File: src/rtl/fetch_sequencer.sv
// Instruction-fetch control FSM: owns the 12-bit PC, issues fetches, selects the next PC.
// Define FETCH_SEQ_RAS_EN to compile in the return-address stack used by CALL/RET.
module fetch_sequencer #(
    parameter logic [11:0] RESET_PC  = 12'h000,
    parameter int          IW        = 16,
    parameter int          RAS_DEPTH = 4
) (
    input  logic          clk,
    input  logic          rst_n,
    input  logic          start,
    output logic          imem_req,
    output logic [11:0]   imem_addr,
    input  logic          imem_ack,
    input  logic [IW-1:0] imem_rdata,
    output logic [IW-1:0] instr,
    output logic          instr_valid,
    input  logic          ex_done,
    input  logic [2:0]    ex_op,
    input  logic [11:0]   ex_offset,
    output logic [11:0]   pc,
    output logic          busy,
    output logic          halted,
    output logic          ras_err
);
    typedef enum logic [1:0] {IDLE, FETCH, EXEC, HALT} state_t;

    localparam logic [2:0] OP_JUMP = 3'd1;
    localparam logic [2:0] OP_CALL = 3'd2;
    localparam logic [2:0] OP_RET  = 3'd3;
    localparam logic [2:0] OP_HALT = 3'd4;

    // Empty marker block: elaborates only for an unsupported stack depth.
    if (RAS_DEPTH < 2 || RAS_DEPTH > 16) begin : g_ras_depth_out_of_range
    end

    state_t          state;
    logic [11:0]     pc_q;
    logic [IW-1:0]   instr_q;
    logic            instr_valid_q;
    logic            ras_err_q;
    logic [11:0]     pc_inc;
    logic [11:0]     pc_rel;

    assign pc_inc = pc_q + 12'd1;
    assign pc_rel = pc_q + ex_offset;

`ifdef FETCH_SEQ_RAS_EN
    localparam int PW = (RAS_DEPTH > 1) ? $clog2(RAS_DEPTH) : 1;
    localparam int CW = $clog2(RAS_DEPTH + 1);

    logic [11:0]   ras_mem [RAS_DEPTH];
    logic [PW-1:0] ras_wp;     // next slot to write; top of stack sits just below
    logic [CW-1:0] ras_cnt;
    logic [PW-1:0] ras_top;
    logic [PW-1:0] ras_wp_nxt;

    assign ras_top    = (ras_wp == '0) ? PW'(RAS_DEPTH - 1) : ras_wp - PW'(1);
    assign ras_wp_nxt = (ras_wp == PW'(RAS_DEPTH - 1)) ? '0 : ras_wp + PW'(1);
`endif

    always_ff @(posedge clk) begin
        if (!rst_n) begin
            state         <= IDLE;
            pc_q          <= RESET_PC;
            instr_q       <= '0;
            instr_valid_q <= 1'b0;
            ras_err_q     <= 1'b0;
`ifdef FETCH_SEQ_RAS_EN
            ras_wp        <= '0;
            ras_cnt       <= '0;
`endif
        end else begin
            instr_valid_q <= 1'b0;
            case (state)
                IDLE: if (start) state <= FETCH;
                FETCH: if (imem_ack) begin
                    instr_q       <= imem_rdata;
                    instr_valid_q <= 1'b1;
                    state         <= EXEC;
                end
                EXEC: if (ex_done) begin
                    state <= FETCH;
                    case (ex_op)
                        OP_JUMP: pc_q <= pc_rel;
                        OP_CALL: begin
                            pc_q <= pc_rel;
`ifdef FETCH_SEQ_RAS_EN
                            // Full stack: overwrite the oldest entry, keep count saturated.
                            ras_mem[ras_wp] <= pc_inc;
                            ras_wp          <= ras_wp_nxt;
                            if (ras_cnt == CW'(RAS_DEPTH)) ras_err_q <= 1'b1;
                            else                           ras_cnt   <= ras_cnt + CW'(1);
`endif
                        end
                        OP_RET: begin
`ifdef FETCH_SEQ_RAS_EN
                            if (ras_cnt == '0) begin
                                pc_q      <= pc_inc;
                                ras_err_q <= 1'b1;
                            end else begin
                                pc_q    <= ras_mem[ras_top];
                                ras_wp  <= ras_top;
                                ras_cnt <= ras_cnt - CW'(1);
                            end
`else
                            pc_q      <= pc_inc;
                            ras_err_q <= 1'b1;
`endif
                        end
                        OP_HALT: state <= HALT;
                        default: pc_q  <= pc_inc;
                    endcase
                end
                HALT: state <= HALT;
                default: state <= IDLE;
            endcase
        end
    end

    assign imem_req    = (state == FETCH);
    assign busy        = (state == FETCH) || (state == EXEC);
    assign halted      = (state == HALT);
    assign pc          = pc_q;
    assign imem_addr   = pc_q;
    assign instr       = instr_q;
    assign instr_valid = instr_valid_q;
    assign ras_err     = ras_err_q;
endmodule
File: config.mk
export PLATFORM = sky130hd
export DESIGN_NAME = fetch_sequencer
export DESIGN_NICKNAME = d
export VERILOG_FILES = /design/src/rtl/fetch_sequencer.sv
export SDC_FILE = /design/constraint.sdc
export NUM_CORES = 1
export LEC_CHECK = 0
export CORE_ASPECT_RATIO = 1.4
export CORE_MARGIN = 3
export CORE_UTILIZATION = 30
export DETAILED_ROUTE_END_ITERATION = 8
export GPL_ROUTABILITY_DRIVEN = 0
export PLACE_DENSITY = 0.6
export SYNTH_ARGS = -nofsm -noshare
export SYNTH_HDL_FRONTEND = slang
export SYNTH_SLANG_ARGS = --single-unit
File: constraint.sdc
create_clock -name clk -period 5.13 [get_ports clk]
set_input_delay 1.026 -clock clk [delete_from_list [all_inputs] [get_ports clk]]
set_output_delay 1.026 -clock clk [all_outputs]
set_load 0.005 [all_outputs]
# Word-level counts from Yosys, hierarchy flattened
# Index checks and enable logic that the tools add are counted.
[word_totals]
reg_bits = 32
inputBits = 36
[classes]
add_sub_neg = 2
n_eq_ne = 10
mux = 7
bitwise = 1
n_reduce_logical = 8
[op_table]
columns = ["op", "count"]
rows = [
  ["one-hot mux 12 bit (2 select lines)", 1],
  ["adder 12 x 1 -> 12 bit (second input constant)", 1],
  ["adder 12 bit", 1],
  ["AND reduction 3 bit", 3],
  ["two-way mux 2 bit", 4],
  ["one-hot mux 2 bit (4 select lines)", 1],
  ["== test 3 x 2 -> 1 bit (second input constant)", 2],
  ["== test 2 bit (second input constant)", 2],
  ["!= test 2 bit (second input constant)", 2],
  ["AND reduction 2 bit", 2],
  ["== test 3 x 1 -> 1 bit (second input constant)", 1],
  ["== test 3 bit (second input constant)", 1],
  ["== test 2 x 1 -> 1 bit (second input constant)", 1],
  ["logical NOT 2 bit", 1],
  ["!= test 2 x 1 -> 1 bit (second input constant)", 1],
  ["OR reduction 2 bit", 1],
  ["logical OR 1 bit", 1],
  ["two-way mux 1 bit", 1],
  ["NOT 1 bit", 1],
]

# Logic depth before layout (Yosys ltp)
# Gate-level depths: netlist of run 1.
[depth]
depth_word = 4
mapped_depth = 11

# Least setup slack after synthesis of run 1
# No wires, ideal clock.
[synth_timing]
kind = "input port to flip-flop"
start = "input port ex_op[1]"
end = "register pc_q[9], in the netlist imem_addr[9]"
setup_time_ns = 0.122
arrival_ns = 2.942
required_time_ns = 5.008
path_slack_ns = 2.066
path_stages = 10
path_buffers = 1
path_cell_list = "xnor2_1 > nor2_1 > clkbuf_1 > and2_1 > ha_1 > a211oi_2 > o21bai_1 > o2111ai_2 > mux2i_1 > a311o_1"
[synth_between]
elab_chain_len = 3
elab_cells_between_ends = 7
classes_between = "eq/ne (3); mux (1); bitwise (1); reduce/logical (2)"
[synth_lines]
columns = ["element", "line_no", "source"]
rows = [
  ["start: declaration", "18", "input logic [2:0] ex_op,"],
  ["== test 3 x 2 -> 1 bit, or another cell as far along", "83", "case (ex_op)"],
  ["OR reduction 2 bit (no source line) or NOT 1 bit (tied branches)", "-", ""],
  ["one-hot mux 12 bit (2 select lines) or AND reduction 3 bit (tied branches)", "-", ""],
  ["end signal: assignment", "84", "OP_JUMP: pc_q <= pc_rel;"],
  ["end signal: assignment", "86", "pc_q <= pc_rel;"],
  ["end signal: assignment", "106", "pc_q <= pc_inc;"],
  ["end: declaration", "37", "logic [11:0] pc_q;"],
]
# Parallel ways exist; a longest one is shown, timed or not.
# A chain may end at the register's enable or synchronous reset.

# Final worst setup path of run 1
[layout_timing]
start = "input port ex_op[0]"
end = "register pc_q[6], in the netlist imem_addr[6]"
# The elaborated chain is that of the path after synthesis.

==> PnR_summary.wiki, run 1 <==
{| class="wikitable"
! Metric !! Value
|-
| Worst reg2reg path startpoint || state[0]$_SDFFE_PN0P_
|-
| Post-Route Skew || 5.66 ps
|-
| Minimum setup slack in the final design || between 1500 and 2000 ps
|-
| Avg Synthesized Cell Area || about 7.9 sq um
|-
| Critical Path End Type || register
|-
| F_max || 0.294 GHz
|-
| Unrepaired setup endpoints after global routing || false
|-
| Detail Route Antenna Nets || 0
|-
| Worst IR drop on VDD || roughly 0.16 mV
|-
| Instance count along the most critical hold path || 2
|-
| TritonCTS Buffers || 5
|-
| Vias in the first global route || about 1,900
|-
| Antenna violations before repair || 0
|-
| H-tree levels || 2
|-
| Commonest register cell after synthesis || sky130_fd_sc_hd__dfxtp_1
|-
| Row count || 34
|-
| Die Outline Area || around 8000 sq um
|-
| Relative slew slack || roughly a quarter
|-
| Layout cell share with drive strength beyond 1 || between 4 and 5%
|-
| Post-layout power || between 0.7 and 0.8 mW
|-
| Count of buffer and inverter cells on the critical path || 1
|-
| Top library cells by usage in the layout, fill and taps aside || sky130_fd_sc_hd__clkdlybuf4s50_1 (80), sky130_fd_sc_hd__nand2_1 (51), sky130_fd_sc_hd__a21oi_1 (32), sky130_fd_sc_hd__dfxtp_1 (32), sky130_fd_sc_hd__ha_1 (16)
|-
| Via count || approximately 2,000
|-
| CP Max Fanout || 4
|-
| Leakage || 1.08 nW
|-
| TritonCTS clock tree || yes
|-
| Clock Tree Root || sky130_fd_sc_hd__clkbuf_8
|-
| Die W || between 70 and 80 um
|-
| EDFF count, synth || 0
|-
| Start point of the worst min-delay path || instr[12]$_SDFFE_PN0P_
|-
| Clock Path Buffers || 2
|-
| Netlist Area Pre-Place || about 2000 sq um
|-
| Period utilization || around two thirds
|-
| Max-Cap Viols || 0
|-
| DPL Wire Length || a little over 4 mm
|-
| FF+latch count, synth || 32
|-
| Worst-skew pair later-pin latency || 290 ps
|-
| Post-synthesis cell count || ~260
|-
| Area of the placeable core || ~6400 sq um
|-
| DRC viols || 0
|-
| IO Count || 81
|-
| Global-route wire length before repair || roughly 8.9 mm
|-
| Overall track demand over capacity in global routing || between 10 and 15%
|-
| Mapped Nets || slightly above 300
|-
| Run status || complete, no violations
|-
| Antenna diode count || 0
|-
| Total power per unit cell area || 256 nW/um^2
|-
| Routed via count divided by cell count || about 5.1
|-
| Most prevalent standard cell on the critical path || sky130_fd_sc_hd__o21ai_1
|-
| Distinct cells, synth || between 40 and 50
|-
| Number of sinks driven by the clock tree || 32
|-
| Post-Place Worst Slack || between 1000 and 1500 ps
|-
| Buffer count from post-CTS setup fixing || 0
|-
| Slowest cell on the critical path || sky130_fd_sc_hd__clkdlybuf4s50_1
|-
| Post-synthesis sequential area ratio || a little under a third
|-
| Critical path data required time || around 5300 ps
|-
| Logic depth of the worst register-to-register path || 7
|-
| Reg-to-reg critical path endpoint || imem_addr[11]$_SDFFE_PN0P_
|-
| Post-CTS sizing || 0
|-
| Slowest Stage Delay on Critical Path || between 500 and 600 ps
|-
| Fin. max-slew vios || 0
|-
| Die extent in y || a little over 100 um
|-
| Layout area overhead || 42.9%
|-
| Final setup viols || 0
|-
| Critical Path Source Type || input port
|-
| Post-route setup TNS || 0 ps
|-
| Least-Margin Pin Slew || approximately 1100 ps
|-
| Buffers on Ports || 80
|-
| Drt first-iter violations || 48
|-
| Maximum number of pins on one net before global-route repair || 32
|-
| Total iterations of the first detailed-routing run || 4
|-
| Detailed-route wire length per cell || between 10 and 15 um
|-
| Total wire length || between 5 and 6 mm
|-
| Register-to-register path setup slack || about 2800 ps
|-
| Sink of the worst hold path || instr[12]$_SDFFE_PN0P_
|-
| Number of hold-repair buffers added at the cts stage || 0
|-
| Setup Crit Path Kind || in2reg
|-
| Post-CTS clock slew at the launch and capture registers of the worst setup and hold paths || 70 ps
|-
| Yosys synthesis warning count || 0
|-
| Initial standard-cell utilization of the core || 31.7%
|-
| Total count of hold-check failures in the final report || 0
|-
| Clock period minus final worst setup slack || 3410 ps
|-
| Asr flop ratio synth || 0%
|-
| Kind of cell adding the most delay to the critical path || compound AO/OA/AOI/OAI gates
|-
| Hold crit path type || reg2reg
|-
| Final layout net count || roughly 370
|-
| Remaining Overflow, GRT || 0
|-
| WP data arrival || around 3600 ps
|-
| Post-layout util || between 40% and 50%
|-
| Commonest non-fill, non-tap cell in the layout || sky130_fd_sc_hd__clkdlybuf4s50_1
|-
| Ordered cell list for the critical path || clkdlybuf4s50_1, xnor2_1, or3_1, ha_1, fa_1, a21oi_1, o21ai_1, o21ai_1, nor4_1, a311o_1
|}
==> stage by stage <==
step,instances,hold WS (ps),cell area [sq um]
global placement,384,441,2770
global route,392,473,2900
floorplan,257,453,2030
finish,392,454,2900
detailed placement,384,447,2770
CTS,392,456,2900
==> cell families (layout without fill, tap and decap cells) <==
kind of cell	Yosys count	after routing	synth area share, %
DFF	32	32	31.6
adders and majority gates	17	17	10.9
buffers and inverters	32	95	8.77
xor gates and xnor gates	5	5	2.16
muxes	2	2	0.988
AOI/OAI and AO/OA	71	71	22.8
and+or+nand+nor	98	98	22.8
==> final cells by class <==
class / count / area (sq um)
repair buffers: 81 / 808
inverters: 6 / 22.5
multi-input cells: 193 / 1210
clock buffers: 7 / 96.3
flip-flops and latches: 32 / 641
clock inverters: 1 / 30.0
well taps: 72 / 90.1
fillers: 684 / 3490
==> power by group <==
| part | leakage [nW] | internal (mW) | total, mW | switching, mW |
|---|---|---|---|---|
| sequential | 0.260 | 0.268 | 0.282 | 0.0141 |
| combinational | 0.760 | 0.0995 | 0.186 | 0.0861 |
| clock | 0.0645 | 0.171 | 0.273 | 0.101 |
==> Yosys cell counts (2+ instances only) <==
master                     count  area, sq um
sky130_fd_sc_hd__a211oi_1      6         45.0
sky130_fd_sc_hd__a211oi_2      2         25.0
sky130_fd_sc_hd__a21o_1        4         30.0
sky130_fd_sc_hd__a21oi_1      32          160
sky130_fd_sc_hd__a311o_1       2         20.0
sky130_fd_sc_hd__and2_1       12         75.1
sky130_fd_sc_hd__buf_2         4         20.0
sky130_fd_sc_hd__buf_4        12         90.1
sky130_fd_sc_hd__clkbuf_1      8         30.0
sky130_fd_sc_hd__dfxtp_1      32          641
sky130_fd_sc_hd__ha_1         16          200
sky130_fd_sc_hd__inv_1         5         18.8
sky130_fd_sc_hd__mux2i_1       2         20.0
sky130_fd_sc_hd__nand2_1      51          191
sky130_fd_sc_hd__nand3_1       5         25.0
sky130_fd_sc_hd__nand4_1       5         31.3
sky130_fd_sc_hd__nor2_1       10         37.5
sky130_fd_sc_hd__nor3_1        4         20.0
sky130_fd_sc_hd__nor4_1        2         12.5
sky130_fd_sc_hd__o21a_1        3         22.5
sky130_fd_sc_hd__o21ai_0       3         15.0
sky130_fd_sc_hd__o21ai_1       5         25.0
sky130_fd_sc_hd__o22ai_1       2         12.5
sky130_fd_sc_hd__o31ai_1       2         15.0
sky130_fd_sc_hd__or3_1         2         12.5
sky130_fd_sc_hd__or4_1         2         15.0
sky130_fd_sc_hd__xnor2_1       3         26.3
sky130_fd_sc_hd__xor2_1        2         17.5
==> tightest hold or removal path, delay by kind of cell (launching register included) <==
| family | cells | cell delay [ps] |
|---|---|---|
| compound gates | 1 | 50 |
| flops | 1 | 310 |
| simple gates | 1 | 50 |
==> how the worst max path moves through the flow <==
stage                     slack [ps]      from  cells after the start                        end
after global routing            1570  ex_op[0]                     11  imem_addr[6]$_SDFFE_PN0P_
after floorplan                 2070  ex_op[1]                     10  imem_addr[9]$_SDFFE_PN0P_
after detailed placement        1410  ex_op[0]                     10  imem_addr[6]$_SDFFE_PN0P_
after global placement          1450  ex_op[0]                     11  imem_addr[6]$_SDFFE_PN0P_
final                           1720  ex_op[0]                     10  imem_addr[6]$_SDFFE_PN0P_
after CTS                       1720  ex_op[0]                     10  imem_addr[6]$_SDFFE_PN0P_
==> sequential cells by signal, summed over array words and instances (netlist names) <==
register and cells:
instr 16, imem_addr 12, state 2, ras_err 1, instr_valid 1
==> layer usage <==
layer	wire length (um)	global-route usage (%)	vias to the layer above
met3	428	5.13	10
met5	0	0	-
li1	-	-	1020
met2	2640	24.2	62
met4	107	5.38	0
met1	2250	16.8	907
No activity file was read; power rests on OpenSTA's default activity.
==> inputs of run 2 (changes only) <==
Settings changed: PLACE_DENSITY 0.6 to 0.62.
Clock period 5.13 ns to 3.1 ns, I/O delays scaled along.
==> PnR_summary.wiki, run 2 (same netlist as run 1, synthesis figures left out) <==
{| class="wikitable"
! Metric !! Value
|-
| Run status || complete, no violations
|-
| Area of the placeable core || 6380 sq um (unchanged)
|-
| Internal Power || 0.812 mW (+51%)
|-
| Relative slew slack || 60.9% (+37 points)
|-
| Total power per unit cell area || 369 nW/um^2 (+44%)
|-
| Layout cell share with drive strength beyond 1 || 13.2% (+8.5 points)
|-
| Sw Ratio || 29.0% (+1.8 points)
|-
| Buffers on Ports || 80 (unchanged)
|-
| TritonCTS Buffers || 5 (unchanged)
|-
| Global-route wire length before repair || 9.36 mm (+5.0%)
|-
| Slowest Stage Delay on Critical Path || 460 ps (-60 ps)
|-
| CP Max Fanout || 4 (unchanged)
|-
| Initial standard-cell utilization of the core || 31.7% (unchanged)
|-
| Detailed-route wire length per cell || 13.8 um (-0.29%)
|-
| Share of total power in the clock network || 29.7% (-7.1 points)
|-
| Vias in the first global route || 2,119 (+9.2%)
|-
| Count of placed standard cells including taps || 412 (+7.3%)
|-
| Max FFs per register || 16 (unchanged)
|-
| Clock Tree Root || sky130_fd_sc_hd__clkbuf_8
|-
| Post-layout power || 1.14 mW (+54%)
|-
| Commonest non-fill, non-tap cell in the layout || sky130_fd_sc_hd__clkdlybuf4s50_1
|-
| Hold crit path type || reg2reg
|-
| Antenna violations before repair || 0 (unchanged)
|-
| Top library cells by usage in the layout, fill and taps aside || sky130_fd_sc_hd__clkdlybuf4s50_1 (79), sky130_fd_sc_hd__nand2_1 (51), sky130_fd_sc_hd__dfxtp_1 (32)
|-
| Total wire length || 5.80 mm (+6.8%)
|-
| Count of buffer and inverter cells on the critical path || 2 (+1)
|-
| DRC viols || 0 (unchanged)
|-
| Worst-skew pair later-pin latency || 280 ps (about the same)
|-
| Leakage || 1.22 nW (+12%)
|-
| Drt first-iter violations || 78 (+63%)
|-
| Number of sinks driven by the clock tree || 32 (unchanged)
|-
| Number of hold-repair buffers added at the cts stage || 0 (unchanged)
|-
| Via count || 2,116 (+5.9%)
|-
| Clock Path Buffers || 2 (unchanged)
|-
| Critical Path Source Type || input port
|-
| Critical Path End Type || register
|-
| Least-Margin Pin Slew || 587 ps (-560 ps)
|-
| Post-CTS clock slew at the launch and capture registers of the worst setup and hold paths || 70 ps (about the same)
|-
| Die Outline Area || 7790 sq um (unchanged)
|-
| Total count of hold-check failures in the final report || 0 (unchanged)
|-
| Sequential fraction of design power || 40.9% (+2.8 points)
|-
| Setup Crit Path Kind || in2reg
|-
| IO Count || 81 (unchanged)
|-
| Total iterations of the first detailed-routing run || 4 (unchanged)
|-
| Layout area overhead || 52.8%
|-
| Worst IR drop on VDD || 0.296 mV (+85%)
|-
| Maximum number of pins on one net before global-route repair || 19 (-41%)
|-
| Slowest cell on the critical path || sky130_fd_sc_hd__clkdlybuf4s50_1
|-
| Period utilization || 95.2%
|-
| Ordered cell list for the critical path || clkdlybuf4s50_1, xnor2_2, or3_1, ha_1, fa_1, a21oi_2, o21ai_2, o31ai_2, buf_4, mux2i_1, nand2_1
|-
| Final setup viols || 0 (unchanged)
|-
| DPL Wire Length || 4.52 mm (+11%)
|-
| Post-Route Skew || 5.96 ps (+0.293 ps)
|-
| WP data arrival || 3120 ps (-470 ps)
|-
| Die W || 75.5 um (unchanged)
|-
| Kind of cell adding the most delay to the critical path || adder cells
|-
| F_max || between 0.3 and 0.4 GHz
|-
| Fin. max-slew vios || 0 (unchanged)
|-
| Row count || 34 (unchanged)
|-
| Antenna diode count || 0 (unchanged)
|-
| Die extent in y || 103 um (unchanged)
|-
| Detail Route Antenna Nets || 0 (unchanged)
|-
| Final layout net count || 400 (+7.5%)
|-
| Max-Cap Viols || 0 (unchanged)
|-
| Hold Slack || 452 ps (-1.74 ps)
|-
| TritonCTS clock tree || yes
|-
| Routed via count divided by cell count || 5.04 (-1.2%)
|-
| Critical path data required time || 3270 ps (-2040 ps)
|-
| Combinational fraction of design power || 29.4% (+4.3 points)
|-
| Overall track demand over capacity in global routing || 15.3% (+0.79 points)
|-
| Filler-free cell count of the finished design || 420 (+7.1%)
|-
| Clock period minus final worst setup slack || 2950 ps
|-
| Net switching component of the power || 0.331 mW (+64%)
|-
| Remaining Overflow, GRT || 0 (unchanged)
|-
| H-tree levels || 2 (unchanged)
|}
run 2: repair_timing:
action                                  4_1_cts  5_1_grt
gates resized for setup                       0        5
endpoints found under the setup margin        0        6
setup buffers                                 0        0
hold endpoints to repair                      0        0
run 2: final cells by class:
cell class,instances,area (sq um)
clock buffer,7,86.3
clock inverter,1,7.51
fill,633,3290
inverter,6,22.5
multi-input combinational,193,1230
sequential,32,641
tap,72,90.1
timing repair buffer,109,1020
run 2: power groups by stage:
stage | Combinational [mW] | Clock (mW) | Sequential, mW
global placement | 0.336 | 0 | 0.476
finish | 0.336 | 0.340 | 0.467
detailed placement | 0.337 | 0 | 0.476
CTS | 0.340 | 0.352 | 0.467
floorplan | 0.154 | 0 | 0.476
global route | 0.374 | 0.367 | 0.471
run 2: path summary, 6_finish.rpt:
check,from,endpoint,cells after the start,slack (ps)
setup / recovery,ex_op[1],imem_addr[10]$_SDFFE_PN0P_,11,150
hold / removal,instr[11]$_SDFFE_PN0P_,instr[11]$_SDFFE_PN0P_,2,450
setup reg to reg,imem_addr[0]$_SDFFE_PN0P_,imem_addr[10]$_SDFFE_PN0P_,8,1060
hold reg to reg,instr[11]$_SDFFE_PN0P_,instr[11]$_SDFFE_PN0P_,2,450
run 2: layer usage:
| layer | up-vias | global-route usage [%] | share of wire, % |
|---|---|---|---|
| met5 | - | 0 | 0 |
| met4 | 0 | 4.71 | 1.6 |
| met3 | 10 | 5.13 | 6.5 |
| met2 | 65 | 27.4 | 52 |
| met1 | 967 | 16.6 | 40 |
| li1 | 1074 | - | - |
run 2: tightest hold or removal path, cell delays in order (launching register included):
cell and delay, ps:
sky130_fd_sc_hd__dfxtp_1 310, sky130_fd_sc_hd__nand2_1 50, sky130_fd_sc_hd__a21oi_1 50
run 2: through the flow:
| step | setup TNS [ps] | setup WS [ps] | instance area (sq um) | utilization (%) |
|---|---|---|---|---|
| floorplan | 0 | 442 | 2030 | - |
| global placement | -715 | -203 | 2980 | 46.7 |
| detailed placement | -963 | -231 | 2980 | 46.7 |
| CTS | 0 | 68.9 | 3070 | 48.2 |
| global route | -18.5 | -18.5 | 3100 | 48.5 |
| finish | 0 | 149 | 3100 | 48.5 |
